--- config.mk ---
export PLATFORM = sky130hd
export DESIGN_NAME = demux_1to4_1bit_seq_flat
export DESIGN_NICKNAME = d
export VERILOG_FILES = /design/src/rtl/demux_1to4_1bit_seq_pkg.sv /design/src/rtl/demux_1to4_1bit_seq_if.sv /design/src/rtl/demux_1to4_1bit_seq_dualrail_sel_counter.sv /design/src/rtl/demux_1to4_1bit_seq.sv /design/src/flat_wrapper.sv
export SDC_FILE = /design/constraint.sdc
export NUM_CORES = 1
export LEC_CHECK = 0
export CAP_MARGIN = 20
export CORE_AREA = 2 2 39 41
export DETAILED_ROUTE_END_ITERATION = 8
export DIE_AREA = 0 0 41 43
export SYNTH_ARGS = -nofsm -noshare
export SYNTH_HDL_FRONTEND = slang
export SYNTH_SLANG_ARGS = --single-unit
--- constraint.sdc ---
create_clock -name Clock -period 1.3 [get_ports Clock]
set_input_delay 0.26 -clock Clock [delete_from_list [all_inputs] [get_ports Clock]]
set_output_delay 0.26 -clock Clock [all_outputs]
set_load 0.01 [all_outputs]
--- src/rtl/demux_1to4_1bit_seq_pkg.sv ---
// Shared state encoding and slot constants for the 1-to-4 serial deserializer
// and its dual-rail slot counter.
package demux_seq_pkg;

    typedef enum logic {
        FILL = 1'b0,
        HOLD = 1'b1
    } state_e;

    localparam logic [1:0] SLOT0     = 2'd0;
    localparam logic [1:0] SLOT1     = 2'd1;
    localparam logic [1:0] SLOT2     = 2'd2;
    localparam logic [1:0] SLOT3     = 2'd3;
    localparam logic [1:0] LAST_SLOT = SLOT3;

endpackage

--- src/rtl/demux_1to4_1bit_seq_if.sv ---
// Serial-in / word-out bus of the deserializer. slave = the deserializer,
// master = whoever feeds bits and consumes words.
interface demux_1to4_1bit_seq_if;
    logic       In;
    logic       InValid;
    logic       InReady;
    logic       Flush;
    logic [1:0] Select;
    logic [1:0] _Select;
    logic       Out0;
    logic       Out1;
    logic       Out2;
    logic       Out3;
    logic       WordValid;
    logic       WordReady;

    modport slave (
        input  In, InValid, Flush, WordReady,
        output InReady, Select, _Select, Out0, Out1, Out2, Out3, WordValid
    );

    modport master (
        output In, InValid, Flush, WordReady,
        input  InReady, Select, _Select, Out0, Out1, Out2, Out3, WordValid
    );
endinterface

--- src/rtl/demux_1to4_1bit_seq_dualrail_sel_counter.sv ---
// 2-bit wrapping slot counter with registered true and complement rails, so the
// pair never disagrees, not even transiently. Shared with the serializer side.
module dualrail_sel_counter
    import demux_seq_pkg::*;
(
    input  logic       clk_i,
    input  logic       rst_i,
    input  logic       clr_i,
    input  logic       inc_i,
    output logic [1:0] sel_o,
    output logic [1:0] sel_n_o
);

    logic [1:0] sel_q, sel_d;
    logic [1:0] sel_n_q;

    always_comb begin
        sel_d = sel_q;
        if (clr_i)
            sel_d = SLOT0;
        else if (inc_i)
            sel_d = sel_q + 2'd1;
    end

    // Both rails come from the same next-state value: no decode after the flops.
    always_ff @(posedge clk_i) begin
        if (rst_i) begin
            sel_q   <= SLOT0;
            sel_n_q <= ~SLOT0;
        end else begin
            sel_q   <= sel_d;
            sel_n_q <= ~sel_d;
        end
    end

    assign sel_o   = sel_q;
    assign sel_n_o = sel_n_q;

endmodule

--- src/rtl/demux_1to4_1bit_seq.sv ---
// Sequential 1-bit to 4-bit deserializer: bits are steered slot by slot into
// Out0..Out3 and each completed word is offered on WordValid/WordReady.
module demux_1to4_1bit_seq
    import demux_seq_pkg::*;
#(
    parameter bit AUTO_ACK = 1'b0
)(
    input  logic                         Clock,
    input  logic                         Reset,
    demux_1to4_1bit_seq_if.slave         bus
);

    state_e     state_q, state_d;
    logic       wv_q, wv_d;
    logic [3:0] out_q, out_d;
    logic [1:0] sel;
    logic [1:0] sel_n;
    logic       in_ready;
    logic       accept;
    logic       last;

    // Flush wins over a same-cycle bit; that bit is dropped.
    assign accept = bus.InValid & in_ready & ~bus.Flush;
    assign last   = accept & (sel == LAST_SLOT);

    dualrail_sel_counter u_sel (
        .clk_i   (Clock),
        .rst_i   (Reset),
        .clr_i   (bus.Flush),
        .inc_i   (accept),
        .sel_o   (sel),
        .sel_n_o (sel_n)
    );

    always_ff @(posedge Clock) begin
        if (Reset) begin
            state_q <= FILL;
            wv_q    <= 1'b0;
            out_q   <= 4'b0000;
        end else begin
            state_q <= state_d;
            wv_q    <= wv_d;
            out_q   <= out_d;
        end
    end

    always_comb begin
        state_d = state_q;
        wv_d    = 1'b0;
        out_d   = out_q;
        if (accept)
            out_d[sel] = bus.In;
        if (bus.Flush) begin
            state_d = FILL;
            wv_d    = 1'b0;
        end else begin
            case (state_q)
                FILL: begin
                    wv_d = last;
                    if (last && !AUTO_ACK)
                        state_d = HOLD;
                end
                HOLD: begin
                    // InValid is ignored here, giving a one-cycle bubble on release.
                    wv_d = ~bus.WordReady;
                    if (bus.WordReady)
                        state_d = FILL;
                end
                default: state_d = FILL;
            endcase
        end
    end

    always_comb begin
        in_ready = (state_q == FILL);
    end

    assign bus.InReady   = in_ready;
    assign bus.WordValid = wv_q;
    assign bus.Select    = sel;
    assign bus._Select   = sel_n;
    assign bus.Out0      = out_q[0];
    assign bus.Out1      = out_q[1];
    assign bus.Out2      = out_q[2];
    assign bus.Out3      = out_q[3];

endmodule

--- src/flat_wrapper.sv ---
// flat-port wrapper written by rule: the top's interface ports become plain ports
module demux_1to4_1bit_seq_flat import demux_seq_pkg::*;
#(
    parameter bit AUTO_ACK = 1'b0
)
  (Clock, Reset, bus_In, bus_InValid, bus_Flush, bus_WordReady, bus_InReady, bus_Select, bus__Select, bus_Out0, bus_Out1, bus_Out2, bus_Out3, bus_WordValid);
  demux_1to4_1bit_seq_if bus_i ();
  input  logic Clock;
  input  logic Reset;
  input wire logic [$bits(bus_i.In)-1:0] bus_In;
  input wire logic [$bits(bus_i.InValid)-1:0] bus_InValid;
  input wire logic [$bits(bus_i.Flush)-1:0] bus_Flush;
  input wire logic [$bits(bus_i.WordReady)-1:0] bus_WordReady;
  output wire logic [$bits(bus_i.InReady)-1:0] bus_InReady;
  output wire logic [$bits(bus_i.Select)-1:0] bus_Select;
  output wire logic [$bits(bus_i._Select)-1:0] bus__Select;
  output wire logic [$bits(bus_i.Out0)-1:0] bus_Out0;
  output wire logic [$bits(bus_i.Out1)-1:0] bus_Out1;
  output wire logic [$bits(bus_i.Out2)-1:0] bus_Out2;
  output wire logic [$bits(bus_i.Out3)-1:0] bus_Out3;
  output wire logic [$bits(bus_i.WordValid)-1:0] bus_WordValid;
  assign bus_i.In = bus_In;
  assign bus_i.InValid = bus_InValid;
  assign bus_i.Flush = bus_Flush;
  assign bus_i.WordReady = bus_WordReady;
  assign bus_InReady = bus_i.InReady;
  assign bus_Select = bus_i.Select;
  assign bus__Select = bus_i._Select;
  assign bus_Out0 = bus_i.Out0;
  assign bus_Out1 = bus_i.Out1;
  assign bus_Out2 = bus_i.Out2;
  assign bus_Out3 = bus_i.Out3;
  assign bus_WordValid = bus_i.WordValid;
  demux_1to4_1bit_seq #(.AUTO_ACK(AUTO_ACK)) u_core (.Clock(Clock), .Reset(Reset), .bus(bus_i));
endmodule
==> summary.txt <==
Die
  – Num ports: 16
  – Core box area: 0.00138 sq mm
  – Area of the die: 0.00176 sq mm
  – Die H: 43 um
  – Core Rows: 14
  – Die W: 41 um
  – Initial Util: 0.306

Drt
  – Via count: 337
  – DRT Pass-1 Iters: 4
  – Initial drt markers: 4
  – Wirelength per Cell: 10.7 um
  – Post-route ant nets: 0
  – Total wire length: 826 um
  – Drt drc: 0
  – DR vias/cell: 4.38

Clocking
  – Worst-path clk slew: 0.06 ns
  – CTS buffer count: 3
  – Root buf cell: clkbuf_4
  – Max clock buf depth: 2
  – Setup Buffers After CTS: 0
  – Clk sinks: 9
  – Clock latency on the worst-skew pair: 0.25 ns
  – Htree depth: 1
  – CTS tree: built

Logic synthesis
  – Seq/Total Area, Yosys: 0.426
  – Syn. warnings: 0
  – Post-synth net total: 49
  – Distinct cell type count after synthesis: 14
  – Flops & latches, synth: 9
  – Mapped Area: 423 sq um
  – Mapped Cells: 39
  – Synth Area per Inst: 10.8 sq um

Timing
  – Slew @ Worst Pin: 0.156 ns
  – Clk_skew: 0.000387 ns
  – Hold slack: 0.439 ns
  – Fmax: 0.823 GHz
  – Final hold viol count: 0
  – Final Cycle Share: 0.935
  – Final Max Slew Viols: 0
  – Slew HR: 0.893
  – Final setup fails: 0
  – RSZ-0062 raised after global routing: no
  – Final min period: 1.22 ns

Finish
  – Most common cell after layout, fill and taps aside: dlygate4sd2_1
  – Final instance area: 639 sq um
  – Total Nets Final: 72
  – ANT cells: 0
  – Finished Layout Cells: 77
  – Fraction of layout cells with a size suffix above 1: 0.213
  – Most frequent cells in the layout: dlygate4sd2_1, dfxtp_1, mux2i_1
  – Final Util: 0.462
  – Area Overhead vs Synth: 51.2%

Power and ir drop
  – Peak VDD IR: 357 uV
  – Switching share of power: 0.214
  – Logic pwr share: 0.122
  – Share of power burned in registers: 0.512
  – Int Power: 442 uW
  – Static Leak: 0.000293 uW
  – Power Dens Cells: 878 mW/mm^2
  – Pwr Total: 562 uW
  – Clock Power Share: 0.366
  – Switching power: 120 uW

Setup path
  – CP Launch Type: flop
  – CP required: 1.04 ns
  – Worst-path fanout max: 7
  – Worst reg-to-reg setup slack: 0.09 ns
  – Arrival @ worst endpoint: 0.96 ns
  – CP max stage delay: 0.37 ns
  – Worst path cell trace: inv_1 -> dlygate4sd2_1
  – Crit path capture type: primary output
  – Cells on worst reg2reg path: 4
  – Reg2reg start: u_core.u_sel.sel_o[0]
  – Critical path class: flop to primary output
  – Slowest-stage cell, CP: dfxtp_2
  – Capturing point of the worst reg2reg path: u_core.u_sel.sel_n_o[1]

Placed design
  – Post-Place Cell Area: 619 sq um
  – Routability cong.: 0.745
  – DP HPWL: 635 um
  – Placed Cells: 73
  – I/O Buffers: 15

Global routing
  – First-pass GRT wire length: 1300 um
  – Vias in the first global route: 326
  – Total gr overflow: 0
  – Initial antenna violation count: 0
  – Largest net degree at the start of global routing: 8
  – GRT Total Usage: 0.116

Outcome
  – Status: complete, no violations

Flow run
  – MaxCap Viol Count: 0

Min path
  – Hold path start: bus_InValid
  – Tightest Hold Check Type: input port to flop
  – Min-Delay Path Depth: 3
  – Hold endpoint: u_core.bus.WordValid
[worst max-delay path by stage]
| stage | start | endpoint | slack (ns) | depth (start not counted) |
|---|---|---|---|---|
| global placement | bus_InValid | u_core.u_sel.sel_n_o[1] | -0.22 | 4 |
| floorplan | u_core.u_sel.sel_o[0] | u_core.u_sel.sel_n_o[1] | 0.03 | 4 |
| detailed placement | bus_InValid | u_core.u_sel.sel_n_o[1] | -0.21 | 4 |
| CTS | u_core.u_sel.sel_o[1] | u_core.u_sel.sel_n_o[1] | 0.05 | 4 |
| global route | u_core.bus.WordValid | bus_InReady | 0.03 | 2 |
| finish | u_core.bus.WordValid | bus_InReady | 0.08 | 2 |
[logic make-up (layout without fill, tap and decap cells)]
kind of cell	count (synthesis)	in the layout	synth area share
AND/OR/NAND/NOR	15	15	0.266
flip-flops	9	9	0.426
multiplexers	5	5	0.118
adder cells (fa/ha/maj)	4	4	0.118
buffers and inverters	4	26	0.0355
AO/OA/AOI/OAI	1	1	0.0148
XOR/XNOR	1	1	0.0207
[power by group through the flow]
stage | Clock (uW) | Combinational (uW) | Sequential (uW)
global route | 236 | 75.2 | 288
floorplan | 0 | 25.1 | 296
global placement | 0 | 74.5 | 293
finish | 206 | 68.8 | 287
detailed placement | 0 | 73.6 | 293
CTS | 218 | 70.1 | 287
[synthesized netlist by cell type (all sizes together)]
library cell	number	area share
and4bb	4	0.12
nor2b	2	0.047
inv	3	0.027
nor3	3	0.035
mux2i	5	0.12
ha	4	0.12
nor2	4	0.035
buf	1	0.0089
xnor2	1	0.021
or3	2	0.030
dfxtp	9	0.43
a31oi	1	0.015
[layout make-up]
cell class | instances | area, sq um
well taps | 16 | 20.0
fillers | 145 | 744
repair buffers | 19 | 170
clock buffers | 4 | 26.3
flip-flops and latches | 9 | 184
inverters | 3 | 11.3
multi-input cells | 26 | 228
[metal layers]
metal	vias to the layer above	GRT usage	routed length, um
met3	2	0.0524	61
met5	-	0	0
li1	180	-	-
met4	0	0.100	19
met1	145	0.139	404
met2	10	0.147	340
[registers in the layout, indices dropped and copies added (netlist names)]
name / cells
u_core.bus.WordValid: 1
u_core.out_q: 4
u_core.u_sel.sel_n_o: 2
u_core.u_sel.sel_o: 2
[worst max-delay path: cells and delay by family (launching register included)]
kind	cells	cell delay (ns)
flip-flops	1	0.37
buffers and inverters	2	0.34
[what timing repair did]
| item | 4_1_cts | 5_1_grt |
|---|---|---|
| setup endpoints to repair | 11 | 2 |
| hold buffers | 0 | 0 |
| gates resized for setup | 12 | 2 |
[stage by stage]
stage,setup TNS [ns],worst slack (ns)
after floorplan,0,0.0333
after global placement,-1.04,-0.218
after detailed placement,-0.971,-0.213
after CTS,0,0.0480
after global routing,0,0.0252
final,0,0.0845
No activity file was read; power rests on OpenSTA's default activity.
